--- config.mk ---
export PLATFORM = sky130hd
export DESIGN_NAME = remote_cmd_sched_flat
export DESIGN_NICKNAME = d
export VERILOG_FILES = /design/src/rtl/remote_cmd_sched_if.sv /design/src/rtl/remote_cmd_sched.sv /design/src/flat_wrapper.sv
export SDC_FILE = /design/constraint.sdc
export NUM_CORES = 1
export LEC_CHECK = 0
export CAP_MARGIN = 15
export CORE_MARGIN = 2
export CORE_UTILIZATION = 47
export DETAILED_ROUTE_END_ITERATION = 8
export MAX_ROUTING_LAYER = met4
export PLACE_DENSITY = 0.81
export SYNTH_ARGS = -nofsm -noshare
export SYNTH_HDL_FRONTEND = slang
export SYNTH_SLANG_ARGS = --single-unit
export TNS_END_PERCENT = 10
--- constraint.sdc ---
create_clock -name clk -period 2.5 [get_ports clk]
set_input_delay 0.5 -clock clk [delete_from_list [all_inputs] [get_ports clk]]
set_output_delay 0.5 -clock clk [all_outputs]
set_load 0.01 [all_outputs]
--- src/rtl/remote_cmd_sched_if.sv ---
// Bundle of the requester-side and transceiver-side signals of the remote command scheduler.
// The master modport is the scheduler's view; slave is the view of the logic around it.
interface remote_cmd_sched_if;
  logic [1:0]  req;
  logic [7:0]  cmd0;
  logic [7:0]  cmd1;
  logic [15:0] data0;
  logic [15:0] data1;
  logic [1:0]  done;
  logic [1:0]  status;
  logic [7:0]  resp_out;
  logic        busy;
  logic        rc_send_cmd;
  logic [7:0]  rc_cmd;
  logic [15:0] rc_data;
  logic        rc_cmd_sent;
  logic        rc_resp_rdy;
  logic [7:0]  rc_resp;
  logic        rc_clr_resp_rdy;

  modport master (
    input  req, cmd0, cmd1, data0, data1, rc_cmd_sent, rc_resp_rdy, rc_resp,
    output done, status, resp_out, busy, rc_send_cmd, rc_cmd, rc_data, rc_clr_resp_rdy
  );

  modport slave (
    output req, cmd0, cmd1, data0, data1, rc_cmd_sent, rc_resp_rdy, rc_resp,
    input  done, status, resp_out, busy, rc_send_cmd, rc_cmd, rc_data, rc_clr_resp_rdy
  );
endinterface

--- src/rtl/remote_cmd_sched.sv ---
// Shares one remote command link between two requesters: round-robin grant, frame launch,
// response wait with timeout and bounded relaunch, and ACK/NAK/TIMEOUT report to the winner.
module remote_cmd_sched #(
  parameter logic [7:0]  ACK_VAL     = 8'hA5,
  parameter int unsigned TIMEOUT_CYC = 2_000_000,
  parameter int unsigned MAX_RETRY   = 2
) (
  input logic                clk,
  input logic                rst_n,
  remote_cmd_sched_if.master bus
);

  localparam int unsigned TimerW = $clog2(TIMEOUT_CYC + 1);
  localparam int unsigned RetryW = (MAX_RETRY > 0) ? $clog2(MAX_RETRY + 1) : 1;

  localparam logic [TimerW-1:0] TimeoutLast = TimerW'(TIMEOUT_CYC - 1);
  localparam logic [RetryW-1:0] RetryMax    = RetryW'(MAX_RETRY);

  localparam logic [1:0] StatAck     = 2'b00;
  localparam logic [1:0] StatNak     = 2'b01;
  localparam logic [1:0] StatTimeout = 2'b10;

  typedef enum logic [2:0] {
    StIdle,
    StSend,
    StWaitSent,
    StWaitResp,
    StDone
  } state_e;

  state_e              state_q, state_d;
  logic                id_q, id_d;       // granted requester
  logic                last_q, last_d;   // requester served most recently
  logic [7:0]          cmd_q, cmd_d;
  logic [15:0]         data_q, data_d;
  logic [RetryW-1:0]   retry_q, retry_d;
  logic [TimerW-1:0]   timer_q, timer_d;
  logic [1:0]          status_q, status_d;
  logic [7:0]          resp_q, resp_d;
  logic                clr_q, clr_d;     // response consumed, clear it during DONE

  logic timeout;
  logic win;

  assign timeout = (timer_q == TimeoutLast);
  // On a tie the requester not served last wins.
  assign win     = bus.req[1] & (~bus.req[0] | ~last_q);

  // State and datapath registers.
  always_ff @(posedge clk or negedge rst_n) begin
    if (!rst_n) begin
      state_q  <= StIdle;
      id_q     <= 1'b0;
      last_q   <= 1'b1;
      cmd_q    <= '0;
      data_q   <= '0;
      retry_q  <= '0;
      timer_q  <= '0;
      status_q <= '0;
      resp_q   <= '0;
      clr_q    <= 1'b0;
    end else begin
      state_q  <= state_d;
      id_q     <= id_d;
      last_q   <= last_d;
      cmd_q    <= cmd_d;
      data_q   <= data_d;
      retry_q  <= retry_d;
      timer_q  <= timer_d;
      status_q <= status_d;
      resp_q   <= resp_d;
      clr_q    <= clr_d;
    end
  end

  // Next-state and datapath update.
  always_comb begin
    state_d  = state_q;
    id_d     = id_q;
    last_d   = last_q;
    cmd_d    = cmd_q;
    data_d   = data_q;
    retry_d  = retry_q;
    timer_d  = timer_q;
    status_d = status_q;
    resp_d   = resp_q;
    clr_d    = 1'b0;

    unique case (state_q)
      StIdle: begin
        if (|bus.req) begin
          id_d    = win;
          cmd_d   = win ? bus.cmd1 : bus.cmd0;
          data_d  = win ? bus.data1 : bus.data0;
          retry_d = '0;
          state_d = StSend;
        end
      end
      StSend: begin
        timer_d = '0;
        state_d = StWaitSent;
      end
      StWaitSent: begin
        timer_d = timer_q + TimerW'(1);
        // The sent pulse takes priority over a coincident timeout.
        if (bus.rc_cmd_sent) begin
          state_d = StWaitResp;
        end else if (timeout) begin
          if (retry_q < RetryMax) begin
            retry_d = retry_q + RetryW'(1);
            state_d = StSend;
          end else begin
            status_d = StatTimeout;
            resp_d   = '0;
            state_d  = StDone;
          end
        end
      end
      StWaitResp: begin
        timer_d = timer_q + TimerW'(1);
        // A response on the timeout cycle is still accepted.
        if (bus.rc_resp_rdy) begin
          resp_d   = bus.rc_resp;
          status_d = (bus.rc_resp == ACK_VAL) ? StatAck : StatNak;
          clr_d    = 1'b1;
          state_d  = StDone;
        end else if (timeout) begin
          if (retry_q < RetryMax) begin
            retry_d = retry_q + RetryW'(1);
            state_d = StSend;
          end else begin
            status_d = StatTimeout;
            resp_d   = '0;
            state_d  = StDone;
          end
        end
      end
      StDone: begin
        last_d  = id_q;
        state_d = StIdle;
      end
      default: state_d = StIdle;
    endcase
  end

  // Outputs decoded from registered state.
  always_comb begin
    bus.done            = 2'b00;
    bus.rc_send_cmd     = (state_q == StSend);
    // SEND flushes any stale response; clr_q acknowledges the consumed one.
    bus.rc_clr_resp_rdy = (state_q == StSend) | clr_q;
    bus.busy            = (state_q != StIdle);
    bus.status          = status_q;
    bus.resp_out        = resp_q;
    bus.rc_cmd          = cmd_q;
    bus.rc_data         = data_q;
    if (state_q == StDone) begin
      bus.done = id_q ? 2'b10 : 2'b01;
    end
  end

endmodule

--- src/flat_wrapper.sv ---
// flat-port wrapper written by rule: the top's interface ports become plain ports
module remote_cmd_sched_flat 
#(
  parameter logic [7:0]  ACK_VAL     = 8'hA5,
  parameter int unsigned TIMEOUT_CYC = 2_000_000,
  parameter int unsigned MAX_RETRY   = 2
)
  (clk, rst_n, bus_req, bus_cmd0, bus_cmd1, bus_data0, bus_data1, bus_rc_cmd_sent, bus_rc_resp_rdy, bus_rc_resp, bus_done, bus_status, bus_resp_out, bus_busy, bus_rc_send_cmd, bus_rc_cmd, bus_rc_data, bus_rc_clr_resp_rdy);
  remote_cmd_sched_if bus_i ();
  input logic clk;
  input logic rst_n;
  input wire logic [$bits(bus_i.req)-1:0] bus_req;
  input wire logic [$bits(bus_i.cmd0)-1:0] bus_cmd0;
  input wire logic [$bits(bus_i.cmd1)-1:0] bus_cmd1;
  input wire logic [$bits(bus_i.data0)-1:0] bus_data0;
  input wire logic [$bits(bus_i.data1)-1:0] bus_data1;
  input wire logic [$bits(bus_i.rc_cmd_sent)-1:0] bus_rc_cmd_sent;
  input wire logic [$bits(bus_i.rc_resp_rdy)-1:0] bus_rc_resp_rdy;
  input wire logic [$bits(bus_i.rc_resp)-1:0] bus_rc_resp;
  output wire logic [$bits(bus_i.done)-1:0] bus_done;
  output wire logic [$bits(bus_i.status)-1:0] bus_status;
  output wire logic [$bits(bus_i.resp_out)-1:0] bus_resp_out;
  output wire logic [$bits(bus_i.busy)-1:0] bus_busy;
  output wire logic [$bits(bus_i.rc_send_cmd)-1:0] bus_rc_send_cmd;
  output wire logic [$bits(bus_i.rc_cmd)-1:0] bus_rc_cmd;
  output wire logic [$bits(bus_i.rc_data)-1:0] bus_rc_data;
  output wire logic [$bits(bus_i.rc_clr_resp_rdy)-1:0] bus_rc_clr_resp_rdy;
  assign bus_i.req = bus_req;
  assign bus_i.cmd0 = bus_cmd0;
  assign bus_i.cmd1 = bus_cmd1;
  assign bus_i.data0 = bus_data0;
  assign bus_i.data1 = bus_data1;
  assign bus_i.rc_cmd_sent = bus_rc_cmd_sent;
  assign bus_i.rc_resp_rdy = bus_rc_resp_rdy;
  assign bus_i.rc_resp = bus_rc_resp;
  assign bus_done = bus_i.done;
  assign bus_status = bus_i.status;
  assign bus_resp_out = bus_i.resp_out;
  assign bus_busy = bus_i.busy;
  assign bus_rc_send_cmd = bus_i.rc_send_cmd;
  assign bus_rc_cmd = bus_i.rc_cmd;
  assign bus_rc_data = bus_i.rc_data;
  assign bus_rc_clr_resp_rdy = bus_i.rc_clr_resp_rdy;
  remote_cmd_sched #(.ACK_VAL(ACK_VAL), .TIMEOUT_CYC(TIMEOUT_CYC), .MAX_RETRY(MAX_RETRY)) u_core (.clk(clk), .rst_n(rst_n), .bus(bus_i));
endmodule
==> insert_results.sql <==
INSERT INTO impl_metrics (metric_group, metric, value, unit) VALUES
('worst_setup_path', 'crit_required', '2.00', 'ns'),
('global_route', 'grt_overflow_total', '0', ''),
('global_route', 'grt_start_max_net_pins', '49', ''),
('power_and_ir_drop', 'power.internal', '0.00304', 'W'),
('worst_setup_path', 'max_fanout_on_critical_path', '8', ''),
('power_and_ir_drop', 'power.density_cell_area', '997', 'nW/um^2'),
('worst_setup_path', 'worst_reg2reg_path_depth', '5', ''),
('worst_hold_path', 'hp_class', 'input port to asynchronous set/reset pin', ''),
('clocking', 'ctsHtreeMaxLevel', '3', ''),
('worst_setup_path', 'worst_setup_path_end_kind', 'output port', ''),
('synthesis', 'netlist_top_cells_count', '62 x dfrtp_1, 50 x nand2_1, 39 x mux2i_1', ''),
('floorplanning', 'core_area', '6720', 'um^2'),
('synthesis', 'number_of_warning_messages_in_the_yosys_log', '0', ''),
('placed_design', 'dpl.hpwl', '5690', 'um'),
('clocking', 'postCtsHoldBufs', '0', ''),
('drt', 'dr_drc_count', '0', ''),
('sta', 'max_slew_margin', '63.1', '%'),
('synthesis', 'yosysSeqAreaShare', '48.7', '%'),
('floorplanning', 'start_util', '48.2', '%'),
('drt', 'via_count', '2737', ''),
('clocking', 'cts_buffer_depth', '2', ''),
('worst_setup_path', 'cp-start-kind', 'flip-flop', ''),
('global_route', 'number_of_antenna_violations_at_the_first_check_in_global_routing', '0', ''),
('sta', 'fin_crit_sh', '93.4', '%'),
('clocking', 'skew_pair_late_insertion_delay', '0.34', 'ns'),
('drt', 'routed_wire_length_per_instance', '15.3', 'um'),
('cells_and_area', 'stdcell_count', '504', ''),
('power_and_ir_drop', 'netSwitchingPower', '0.00154', 'W'),
('global_route', 'overall_track_demand_over_capacity_in_global_routing', '21.8', '%'),
('floorplanning', 'ports_placed_on_the_boundary', '101', ''),
('cells_and_area', 'post-route-util', '68.4', '%'),
('floorplanning', 'die_height', '87.0', 'um'),
('power_and_ir_drop', 'ir_worst_vdd', '0.000500', 'V'),
('sta', 'skew', '0.00831', 'ns'),
('cells_and_area', 'insertedDiodeCount', '0', ''),
('synthesis', 'synth.avg_cell_area', '10.1', 'um^2'),
('sta', 'unrepaired_setup_endpoints_after_global_routing', 'false', ''),
('clocking', 'clockRootBuffer', 'clkbuf_8', ''),
('drt', 'first_iter_violations', '132', ''),
('clocking', 'cts_tree', 'built', ''),
('synthesis', 'synthesis.area', '3240', 'um^2'),
('placed_design', 'numPlacedInstances', '488', ''),
('synthesis', 'most_common_cell_in_the_netlist', 'dfrtp_1', ''),
('sta', 'worst-slew-pin-transition', '0.554', 'ns'),
('cells_and_area', 'layout-area-overhead-vs-synth', '41.8', '%'),
('sta', 'max_freq', '428', 'MHz'),
('worst_setup_path', 'crit_buf_inv', '1', ''),
('placed_design', 'place.gp.congestion', '0.880', ''),
('synthesis', 'synth_top_cells_by_area', 'dfrtp_1 48%, mux2i_1 12%, nand2_1 5.8%, o21ai_0 3.4%, o21ai_1 2.3%', ''),
('global_route', 'first_global_vias', '2618', ''),
('power_and_ir_drop', 'share_clk_of_total_power', '23.8', '%'),
('placed_design', 'numPortBuffers', '100', ''),
('floorplanning', 'die_outline_area', '7580', 'um^2'),
('drt', 'dr.pass1.iters', '4', ''),
('worst_setup_path', 'cp_slowest_cell', 'clkdlybuf4s50_1', ''),
('power_and_ir_drop', 'netSwitchingFraction', '33.6', '%'),
('sta', 'setup_viol_count_final', '0', ''),
('sta', 'totalNegativeSetupSlack', '0', 'ns'),
('placed_design', 'postPlaceCellArea', '4350', 'um^2'),
('synthesis', 'syn_inst', '321', ''),
('clocking', 'cts_sinks', '63', ''),
('synthesis', 'synth.largest_area_cell', 'dfrtp_1', ''),
('sta', 'holdWs', '0.148', 'ns'),
('cells_and_area', 'fill_cell_total_of_the_finished_layout', '498', ''),
('power_and_ir_drop', 'seq_power_share', '35.3', '%'),
('run_status', 'status', 'completed', ''),
('synthesis', 'yosys_register_bits', '63', ''),
('sta', 'timing.final.hold_violations', '0', ''),
('synthesis', 'synthDistinctLibCells', '53', ''),
('worst_setup_path', 'timing.critical_path.cells', 'nor2_1, nand2_1, nand2b_1, clkdlybuf4s50_1', ''),
('job', 'timing.max_cap.violations', '0', '');
-- cell type report --
cell class              instances  area, um^2  share of cell area, %
flip-flops and latches         63        1580                   34.3
clock buffers                  10         138                   3.00
well taps                      80         100                   2.18
multi-input cells             230        1550                   33.7
repair buffers                109        1100                   24.0
inverters                       6        22.5                  0.490
clock inverters                 6         108                   2.34
-- timing repair --
item                       4_1_cts  5_1_grt
gates resized for setup          0        1
setup endpoints to repair        0        2
buffers inserted                 0        0
-- sequential cells by signal, summed over array words and instances, names as in the netlist --
| name | count |
|---|---|
| u_core.state_q | 3 |
| u_core.last_q | 1 |
| u_core.clr_q | 1 |
| u_core.retry_q | 2 |
| u_core.id_q | 1 |
| u_core.bus.resp_out | 8 |
| u_core.timer_q | 21 |
| u_core.bus.status | 2 |
| u_core.bus.rc_cmd | 8 |
| u_core.bus.rc_data | 16 |
-- cell families after synthesis --
kind of cell               count (synthesis)  share of synthesized area (%)
AOI/OAI and AO/OA                         68                           13.5
and+or+nand+nor                          121                           21.0
buffers and inverters                     28                           3.98
muxes                                     40                           12.4
adders and majority gates                  1                          0.386
DFF                                       63                           48.7
-- power by group through the flow --
stage,Combinational (W),Sequential (W),Clock (W)
CTS,0.00189,0.00162,0.00111
finish,0.00187,0.00162,0.00109
global placement,0.00185,0.00161,0
floorplan,0.000852,0.00170,0
global route,0.00206,0.00167,0.00115
detailed placement,0.00188,0.00163,0
-- layer usage --
layer | GRT usage, % | vias to the layer above | share of wire [%]
met5 | - | - | 0
met4 | 6.82 | 0 | 1.4
met3 | 5.78 | 11 | 5.9
met2 | 34.1 | 81 | 50
met1 | 27.9 | 1304 | 43
li1 | - | 1341 | -
-- path summary, 6_finish.rpt --
path | startpoint | endpoint | slack, ns
worst max-delay path | u_core.state_q[1] | bus_rc_clr_resp_rdy | 0.16
min in group clk | u_core.bus.rc_data[3] | u_core.bus.rc_data[3] | 0.48
worst min register to register | u_core.bus.rc_data[3] | u_core.bus.rc_data[3] | 0.48
worst max register to register | u_core.timer_q[0] | u_core.bus.resp_out[0] | 0.60
worst min-delay path | rst_n | u_core.bus.rc_data[8] | 0.15
max in group asynchronous | rst_n | u_core.state_q[0] | 1.74
-- metrics by stage --
| stage | setup slack, ns | total power, W |
|---|---|---|
| 3_3_place_gp | 0.531 | 0.00346 |
| 6_report | 0.164 | 0.00458 |
| 4_1_cts | 0.0833 | 0.00462 |
| 5_1_grt | 0.0213 | 0.00488 |
| 3_5_place_dp | 0.454 | 0.00351 |
| 2_1_floorplan | 0.748 | 0.00255 |
-- layout by cell type, fill, tap and decap left out, drive strengths merged, types with 5 or more instances in the layout --
cell / synthesis / routed
nor2: 17 / 17
o21ai: 37 / 37
and3: 7 / 7
clkdlybuf4s50: 0 / 99
nand4: 5 / 5
inv: 6 / 6
mux2i: 39 / 39
buf: 10 / 10
a21oi: 7 / 7
nand2: 50 / 50
dfrtp: 62 / 62
nand3: 5 / 5
and2: 6 / 6
clkbuf: 12 / 10
(Power assumes the default switching activity.)
